===== src/rtl/mpu_seq_ctrl.sv =====
// rtl/mpu_seq_ctrl.sv - A-channel request to MPU sequencer with D-channel response return
//
// Purpose:
//   Pops one request from the A-channel FIFO head, decodes the opcode into MPU
//   control strobes, issues a single-cycle chip select, waits (bounded by
//   TIMEOUT) for MPU completion and returns a D-channel response on the lane
//   of the originating core. Only one MPU operation is in flight at a time.
//
// Ports:
//   clk, rst_n                     clock, asynchronous active-low reset
//   req_valid/opcode/source/
//   address/data, req_deq          FIFO head and its pop pulse (combinational)
//   mpu_cs, mpu_cfg, mpu_we,
//   mpu_free_reserve, mpu_core_id,
//   mpu_addr, mpu_wdata            MPU command (held from ISSUE through RESP)
//   mpu_rdata, mpu_err, mpu_rdy,
//   mpu_bsy                        MPU completion and status
//   d_valid/d_ready                one-hot per-core response handshake
//   d_opcode, d_source, d_data,
//   d_err, d_denied                response payload
//   busy                           sequencer not idle
//   timeout_pulse, drop_pulse      event strobes

module mpu_seq_ctrl #(
   parameter int NUM_CORES  = 4,
   parameter int DATA_WIDTH = 32,
   parameter int ADDR_WIDTH = 32,
   parameter int SRC_WIDTH  = 4,
   parameter int ERR_WIDTH  = 3,
   parameter int TIMEOUT    = 255
) (
   input  logic                  clk,
   input  logic                  rst_n,
   input  logic                  req_valid,
   input  logic [2:0]            req_opcode,
   input  logic [SRC_WIDTH-1:0]  req_source,
   input  logic [ADDR_WIDTH-1:0] req_address,
   input  logic [DATA_WIDTH-1:0] req_data,
   output logic                  req_deq,
   output logic                  mpu_cs,
   output logic                  mpu_cfg,
   output logic                  mpu_we,
   output logic                  mpu_free_reserve,
   output logic [SRC_WIDTH-1:0]  mpu_core_id,
   output logic [ADDR_WIDTH-1:0] mpu_addr,
   output logic [DATA_WIDTH-1:0] mpu_wdata,
   input  logic [DATA_WIDTH-1:0] mpu_rdata,
   input  logic [ERR_WIDTH-1:0]  mpu_err,
   input  logic                  mpu_rdy,
   input  logic                  mpu_bsy,
   output logic [NUM_CORES-1:0]  d_valid,
   input  logic [NUM_CORES-1:0]  d_ready,
   output logic [2:0]            d_opcode,
   output logic [SRC_WIDTH-1:0]  d_source,
   output logic [DATA_WIDTH-1:0] d_data,
   output logic [ERR_WIDTH-1:0]  d_err,
   output logic                  d_denied,
   output logic                  busy,
   output logic                  timeout_pulse,
   output logic                  drop_pulse
);

   // The timer only has to reach TIMEOUT-1 before WAIT is left.
   localparam int             TW       = $clog2(TIMEOUT);
   localparam logic [TW-1:0]  TMO_LAST = TW'(TIMEOUT - 1);

   typedef enum logic [1:0] {
      S_IDLE  = 2'd0,
      S_ISSUE = 2'd1,
      S_WAIT  = 2'd2,
      S_RESP  = 2'd3
   } state_t;

   state_t                state;
   logic [2:0]            op_q;
   logic [SRC_WIDTH-1:0]  src_q;
   logic [ADDR_WIDTH-1:0] addr_q;
   logic [DATA_WIDTH-1:0] wdata_q;
   logic [TW-1:0]         timer_q;

   logic                  deq_go;
   logic                  src_ok;
   logic                  is_read;
   logic                  finish_wait;
   logic [NUM_CORES-1:0]  lane_sel;

   // The pop is combinational so the FIFO head is consumed in the same cycle
   // it is latched. It is qualified by rst_n so that an asserted reset forces
   // it low even though the idle state would otherwise accept the head.
   assign deq_go  = rst_n && (state == S_IDLE) && req_valid && !mpu_bsy;
   assign req_deq = deq_go;

   // MPU command fields come straight from the latched request and therefore
   // stay stable for the whole operation.
   assign mpu_cfg          = op_q[0];
   assign mpu_we           = op_q[1];
   assign mpu_free_reserve = op_q[2];
   assign mpu_core_id      = src_q;
   assign mpu_addr         = addr_q;
   assign mpu_wdata        = wdata_q;

   // Plain read: neither configuration nor write; returns AccessAckData.
   assign is_read = (op_q[1:0] == 2'b00);

   // Sources beyond the number of return lanes have nowhere to go.
   assign src_ok = (32'(src_q) < 32'(NUM_CORES));

   // Completion wins over timeout when both happen in the same cycle.
   assign finish_wait = mpu_rdy || (timer_q == TMO_LAST);

   always_comb begin
      lane_sel = '0;
      for (int i = 0; i < NUM_CORES; i++) begin
         lane_sel[i] = (32'(src_q) == 32'(i));
      end
   end

   // d_data / d_err double as the captured MPU read data and error code; they
   // are loaded once on entry to RESP and held until the next operation.
   always_ff @(posedge clk or negedge rst_n) begin
      if (!rst_n) begin
         state         <= S_IDLE;
         op_q          <= '0;
         src_q         <= '0;
         addr_q        <= '0;
         wdata_q       <= '0;
         timer_q       <= '0;
         mpu_cs        <= 1'b0;
         d_valid       <= '0;
         d_opcode      <= '0;
         d_source      <= '0;
         d_data        <= '0;
         d_err         <= '0;
         d_denied      <= 1'b0;
         busy          <= 1'b0;
         timeout_pulse <= 1'b0;
         drop_pulse    <= 1'b0;
      end else begin
         // Strobes default low so each is a single-cycle pulse.
         mpu_cs        <= 1'b0;
         timeout_pulse <= 1'b0;
         drop_pulse    <= 1'b0;

         case (state)
            S_IDLE: begin
               if (deq_go) begin
                  op_q    <= req_opcode;
                  src_q   <= req_source;
                  addr_q  <= req_address;
                  wdata_q <= req_data;
                  mpu_cs  <= 1'b1;
                  busy    <= 1'b1;
                  state   <= S_ISSUE;
               end
            end

            S_ISSUE: begin
               timer_q <= '0;
               state   <= S_WAIT;
            end

            S_WAIT: begin
               timer_q <= timer_q + 1'b1;
               if (finish_wait) begin
                  d_valid    <= src_ok ? lane_sel : '0;
                  drop_pulse <= !src_ok;
                  d_source   <= src_q;
                  d_opcode   <= {2'b00, is_read};
                  if (mpu_rdy) begin
                     d_data   <= is_read ? mpu_rdata : '0;
                     d_err    <= mpu_err;
                     d_denied <= (mpu_err != '0);
                  end else begin
                     d_data        <= '0;
                     d_err         <= '1;
                     d_denied      <= 1'b1;
                     timeout_pulse <= 1'b1;
                  end
                  state <= S_RESP;
               end
            end

            S_RESP: begin
               // A dropped response leaves after its single RESP cycle; a
               // routed one waits for the ready of its own lane only.
               if (!src_ok || ((d_valid & d_ready) != '0)) begin
                  d_valid <= '0;
                  busy    <= 1'b0;
                  state   <= S_IDLE;
               end
            end

            default: begin
               state <= S_IDLE;
            end
         endcase
      end
   end

endmodule


===== config.mk =====
export PLATFORM = sky130hd
export DESIGN_NAME = mpu_seq_ctrl
export DESIGN_NICKNAME = d
export VERILOG_FILES = /design/src/rtl/mpu_seq_ctrl.sv
export SDC_FILE = /design/constraint.sdc
export NUM_CORES = 1
export LEC_CHECK = 0
export CORE_ASPECT_RATIO = 0.7
export CORE_MARGIN = 8
export CORE_UTILIZATION = 37
export DETAILED_ROUTE_END_ITERATION = 8
export GPL_ROUTABILITY_DRIVEN = 0
export PLACE_DENSITY = 0.8
export SKIP_CTS_REPAIR_TIMING = 1
export SYNTH_ARGS = -nofsm -noshare
export SYNTH_HDL_FRONTEND = slang
export SYNTH_SLANG_ARGS = --single-unit

===== constraint.sdc =====
create_clock -name clk -period 1.7 [get_ports clk]
set_clock_uncertainty 0.2 [all_clocks]
set_input_delay 0.34 -clock clk [delete_from_list [all_inputs] [get_ports clk]]
set_output_delay 0.34 -clock clk [all_outputs]
set_load 0.05 [all_outputs]

Yosys cells after proc, flatten, opt, wreduce, memory -nomap -nowiden
Cells that the tools add are included.

word-level totals
  register bits = 130
  input port bits = 115
  output and inout port bits = 123
  logic and storage cells = 72

cells by class
  $add $sub $neg = 1
  order comparisons = 1
  equal/unequal tests = 10
  mux-type cells = 23
  bitwise operators = 1
  reductions and logical operators = 20

operator list
  cell                   count
  $mux W32               2
  $pmux W8 S2            1
  $mux W4                3
  $mux W1                10
  $reduce_and A3 Y1      3
  $add A8 B1 Y8 const B  1
  $eq A4 B2 Y1 const B   2
  $eq A8 B8 Y1 const B   1
  $pmux W2 S4            1
  $pmux W4 S2            1
  $mux W2                3
  $ne A2 B2 Y1 const B   3
  $reduce_bool A2 Y1     3
  $and A4 B4 Y4          1
  $eq A2 B2 Y1 const B   2
  $eq A4 B1 Y1 const B   1
  $logic_not A2 Y1       2
  $logic_not A4 Y1       1
  $lt A4 B3 Y1 const B   1
  $reduce_and A2 Y1      2
  $reduce_bool A4 Y1     1
  $logic_and A1 B1 Y1    3
  $mux W3                1
  $reduce_bool A3 Y1     1
  other kinds (4)        6

Logic depth before layout (Yosys ltp)
  depth after elaboration = 6
  depth in mapped cells = 8
  gate-level depth less buffers = 6

Worst setup path after synthesis
OpenSTA, ideal clock, no wires.

  kind = reg2out
  start = register state[0]
  end = output req_deq
  data arrival time = 1.413 ns
  required time = 1.160 ns
  slack = -0.253 ns
  stages on the path, launching flop included = 7
  buffers on the path = 2
  path through = dfrtp_1 inv_1 ha_1 nand4b_1 clkbuf_1 inv_2 buf_2

on the way
  word-level cells in the longest chain between the ends = 4

RTL lines
  element                           RTL line  RTL
  start: declaration                74        state_t state;
  start signal: assignment          122       state <= S_IDLE;
  start signal: assignment          153       state <= S_ISSUE;
  start signal: assignment          159       state <= S_WAIT;
  $logic_not A2 Y1                  90        assign deq_go = rst_n && (state == S_IDLE) && req_valid && !mpu_bsy;
  $logic_and A1 B1 Y1 (3 in a row)  90
  end: declaration                  39        output logic req_deq,

No other way between the ends.

Worst setup path after layout
  start = register state[1]
  end = output req_deq

Same word-level chain as after synthesis.

==> impl_summary.log <==
INFO  metric min_period_over_period = 1.25
INFO  metric seq_power_share = 0.266
INFO  metric postSynthAreaPerCell = just over 10 um^2
INFO  metric relSlewSlack = 0.531
INFO  metric quantity_of_i_o_buffers_inserted_on_ports = ~240
INFO  metric setup_violations = 108
INFO  metric first_pass_detailed_route_iteration_total = 4
INFO  metric max_clock_freq = 472 MHz
INFO  metric overall_routing_resource_usage = 0.194
INFO  metric final-max-slew-violation-count = 0
INFO  metric grt_max_degree = 131
INFO  metric layout.cells.most_common_list = sky130_fd_sc_hd__nand2_1 (218), sky130_fd_sc_hd__buf_12 (128), sky130_fd_sc_hd__dfrtp_1 (122)
INFO  metric failed_checks = setup timing
INFO  metric grt_overflow_total = 0
INFO  metric die_height = 114 um
INFO  metric maxCapViolCount = 0
INFO  metric post-route-worst-setup-slack = -0.420 ns
INFO  metric placement_rows = 36
INFO  metric global_route_wire_length_before_repair = around 27000 um
INFO  metric design.die.area = 0.0178 mm^2
INFO  metric cell_internal_pwr = 12.4 mW
INFO  metric power.static_leakage = 4.75 nW
INFO  metric die_x = 156 um
INFO  metric area_growth_syn_to_layout = 96.8%
INFO  metric synth_sequential_area_ratio = 0.639
INFO  metric critical_path.cell_chain = inv_2, ha_4, nand4b_1, buf_6, clkinv_8, buf_12
INFO  metric antenna_left = 0
INFO  metric clk_pin_slew = 0.06 ns
INFO  metric grt_antenna_before_repair = 0
INFO  metric asyncSetResetFlopFracSynth = 1.00
INFO  metric mostFrequentLayoutCell = sky130_fd_sc_hd__nand2_1
INFO  metric io_pins = 238
INFO  metric timing_worst_setup_path_type = flop to output port
INFO  metric yosysWarnings = 0
INFO  metric drt-total-wl = 18000 um
INFO  metric netSwitchingFraction = 0.425
INFO  metric power.density_cell_area = 2150 mW/mm^2
INFO  metric layout-drive-gt1-share = 0.309
INFO  metric r2r.worst_path.cells = 7
INFO  metric instance_count_along_the_most_critical_hold_path = 3
INFO  metric combPwrFrac = 0.569
INFO  metric post_synth_num_cell_types = 39
INFO  metric clock_insertion_delay_worst_skew = about 0.41 ns
INFO  metric finalWorstPathRequiredPeriod = roughly 2.1 ns
INFO  metric floorplan.initialDensity = 0.372
INFO  metric avg_vias_per_cell = ~4.7
INFO  metric vdd.ir_drop.worst = 1130 uV
INFO  metric place.detailed.hpwl = ~13000 um
INFO  metric clockRootBuffer = sky130_fd_sc_hd__clkbuf_16
INFO  metric postPlaceCellArea = 0.00919 mm^2
INFO  metric cts_htree_levels = 4
INFO  metric first_iter_violations = 260
INFO  metric design_power_total = 21.5 mW
INFO  metric worst_setup_path_start_kind = flop
INFO  metric area_of_the_placeable_core = 0.0137 mm^2
INFO  metric numCtsBuffers = 17
INFO  metric holdCritPathClass = input port to flop
INFO  metric nNetsFinal = about 900
INFO  metric final_hold_violation_count = 0
INFO  metric hold_end = mpu_wdata[26]$_DFFE_PN0P_
INFO  metric critical_path.max_fanout = 7
INFO  metric worst_path_largest_cell_delay = 0.42 ns
INFO  metric worst_ep_required_time = 1.16 ns
INFO  metric synth_edf_count = 0
INFO  metric synthFlopType = sky130_fd_sc_hd__dfrtp_1
INFO  metric total_switching_power = 9.15 mW
INFO  metric tightest_slew = 0.703 ns
INFO  metric routed-via-count = 4647
INFO  metric tritoncts = done
INFO  metric worst_r2r_startpoint = state[0]$_DFFE_PN0P_
INFO  metric syn-instance-count = ~490
INFO  metric wire_per_inst = 18.3 um
INFO  metric clock_sink_count = between 100 and 150
INFO  metric cp_slowest_cell = sky130_fd_sc_hd__dfrtp_1
INFO  metric outcome = complete, but fails checks
INFO  metric drc_errors = 0
INFO  metric clk_path_buf_depth = 2
INFO  metric crit-reg2reg-capture = d_valid[2]$_DFFE_PN0P_
INFO  metric postLayoutCellArea = 0.0100 mm^2
INFO  metric unrepaired_setup_endpoints_after_global_routing = yes
INFO  metric mappedNetlistArea = 0.00509 mm^2
INFO  metric diodes = 0
INFO  metric postSynthRegisterBits = 130
INFO  metric worst_ep_arrival_time = 1.58 ns
INFO  metric pwr-share-clk = 0.165
INFO  metric endpoint_kind = output port
INFO  metric first_global_vias = roughly 5000
INFO  metric hold_start = req_data[26]
INFO  metric reg2reg_setup_slack = -0.38 ns
## cells in the mapped netlist, drive strengths merged (4+ instances only)
cell type	n	area share
buf	13	0.017
nor2	9	0.0071
ha	6	0.015
clkbuf	13	0.0096
a21oi	4	0.0039
a22o	32	0.055
nand3	5	0.0049
dfrtp	130	0.64
o21ai	8	0.0079
nand2	220	0.16
mux2	10	0.022
inv	11	0.0081
## routing by layer
| metal | up-vias | track usage | part of all wire |
|---|---|---|---|
| met4 | 0 | 0.0676 | 0.022 |
| met5 | - | 0 | 0 |
| met3 | 24 | 0.0566 | 0.066 |
| li1 | 2174 | - | - |
| met2 | 157 | 0.349 | 0.52 |
| met1 | 2292 | 0.217 | 0.39 |
## sequential cells by signal (all words and copies together), names as in the netlist, 4 cells and up
name	count
d_source	4
d_data	32
timer_q	8
mpu_wdata	32
mpu_addr	32
mpu_core_id	4
d_valid	4
## cell type report
| class | count | area, um^2 |
|---|---|---|
| Clock buffer | 18 | 439 |
| Clock inverter | 14 | 143 |
| Fill cell | 894 | 3680 |
| Inverter | 11 | 53.8 |
| Multi-Input combinational cell | 328 | 1770 |
| Sequential cell | 130 | 3260 |
| Tap cell | 190 | 238 |
| Timing Repair Buffer | 289 | 4100 |
## how the worst max path moves through the flow
stage                      startpoint                     end  slack [ns]  cells after the start
6_report         state[1]$_DFFE_PN0P_                 req_deq       -0.42                      6
5_1_grt          state[0]$_DFFE_PN0P_  d_valid[1]$_DFFE_PN0P_       -0.51                      7
4_1_cts          state[0]$_DFFE_PN0P_                 req_deq       -0.67                      6
3_5_place_dp               d_ready[0]  d_valid[2]$_DFFE_PN0P_       -0.39                      5
3_3_place_gp               d_ready[1]    state[1]$_DFFE_PN0P_       -0.30                      6
2_1_floorplan  d_valid[1]$_DFFE_PN0P_  d_valid[0]$_DFFE_PN0P_       -0.06                      4
## power groups by stage
stage / clock [mW] / sequential, mW / combinational, mW
5_1_grt: 3.78 / 5.88 / 12.7
4_1_cts: 3.62 / 5.71 / 12.1
2_1_floorplan: 0 / 9.03 / 1.79
3_3_place_gp: 0 / 5.64 / 11.8
6_report: 3.55 / 5.72 / 12.3
3_5_place_dp: 0 / 5.75 / 12.0
## through the flow
step / hold WS (ns) / setup TNS [ns] / util / cells / worst slack, ns
after floorplan: -0.156 / -0.376 / - / 495 / -0.0568
after global routing: 0.247 / -24.98 / 0.731 / 980 / -0.508
final: 0.260 / -16.95 / 0.731 / 980 / -0.420
after global placement: 0.318 / -24.61 / 0.671 / 939 / -0.297
after CTS: -0.102 / -21.24 / 0.714 / 971 / -0.671
after detailed placement: 0.325 / -28.50 / 0.671 / 939 / -0.389
## critical path: cells and delay by family (launching register included)
kind | cells | cell delay [ns]
adder cells (fa/ha/maj) | 1 | 0.14
flip-flops | 1 | 0.42
buffers and inverters | 4 | 0.46
AND/OR/NAND/NOR | 1 | 0.13
## cell families (layout without fill, tap and decap cells)
family	Yosys count	in the layout	share of synthesized area
simple gates	253	253	0.201
flops	130	130	0.639
compound gates	55	55	0.0839
buf+inv	37	332	0.0344
mux	11	11	0.0241
fa+ha+maj	6	6	0.0148
other cells	1	2	0.000737
xor+xnor	1	1	0.00172
Power figures use the tool's default switching activity.
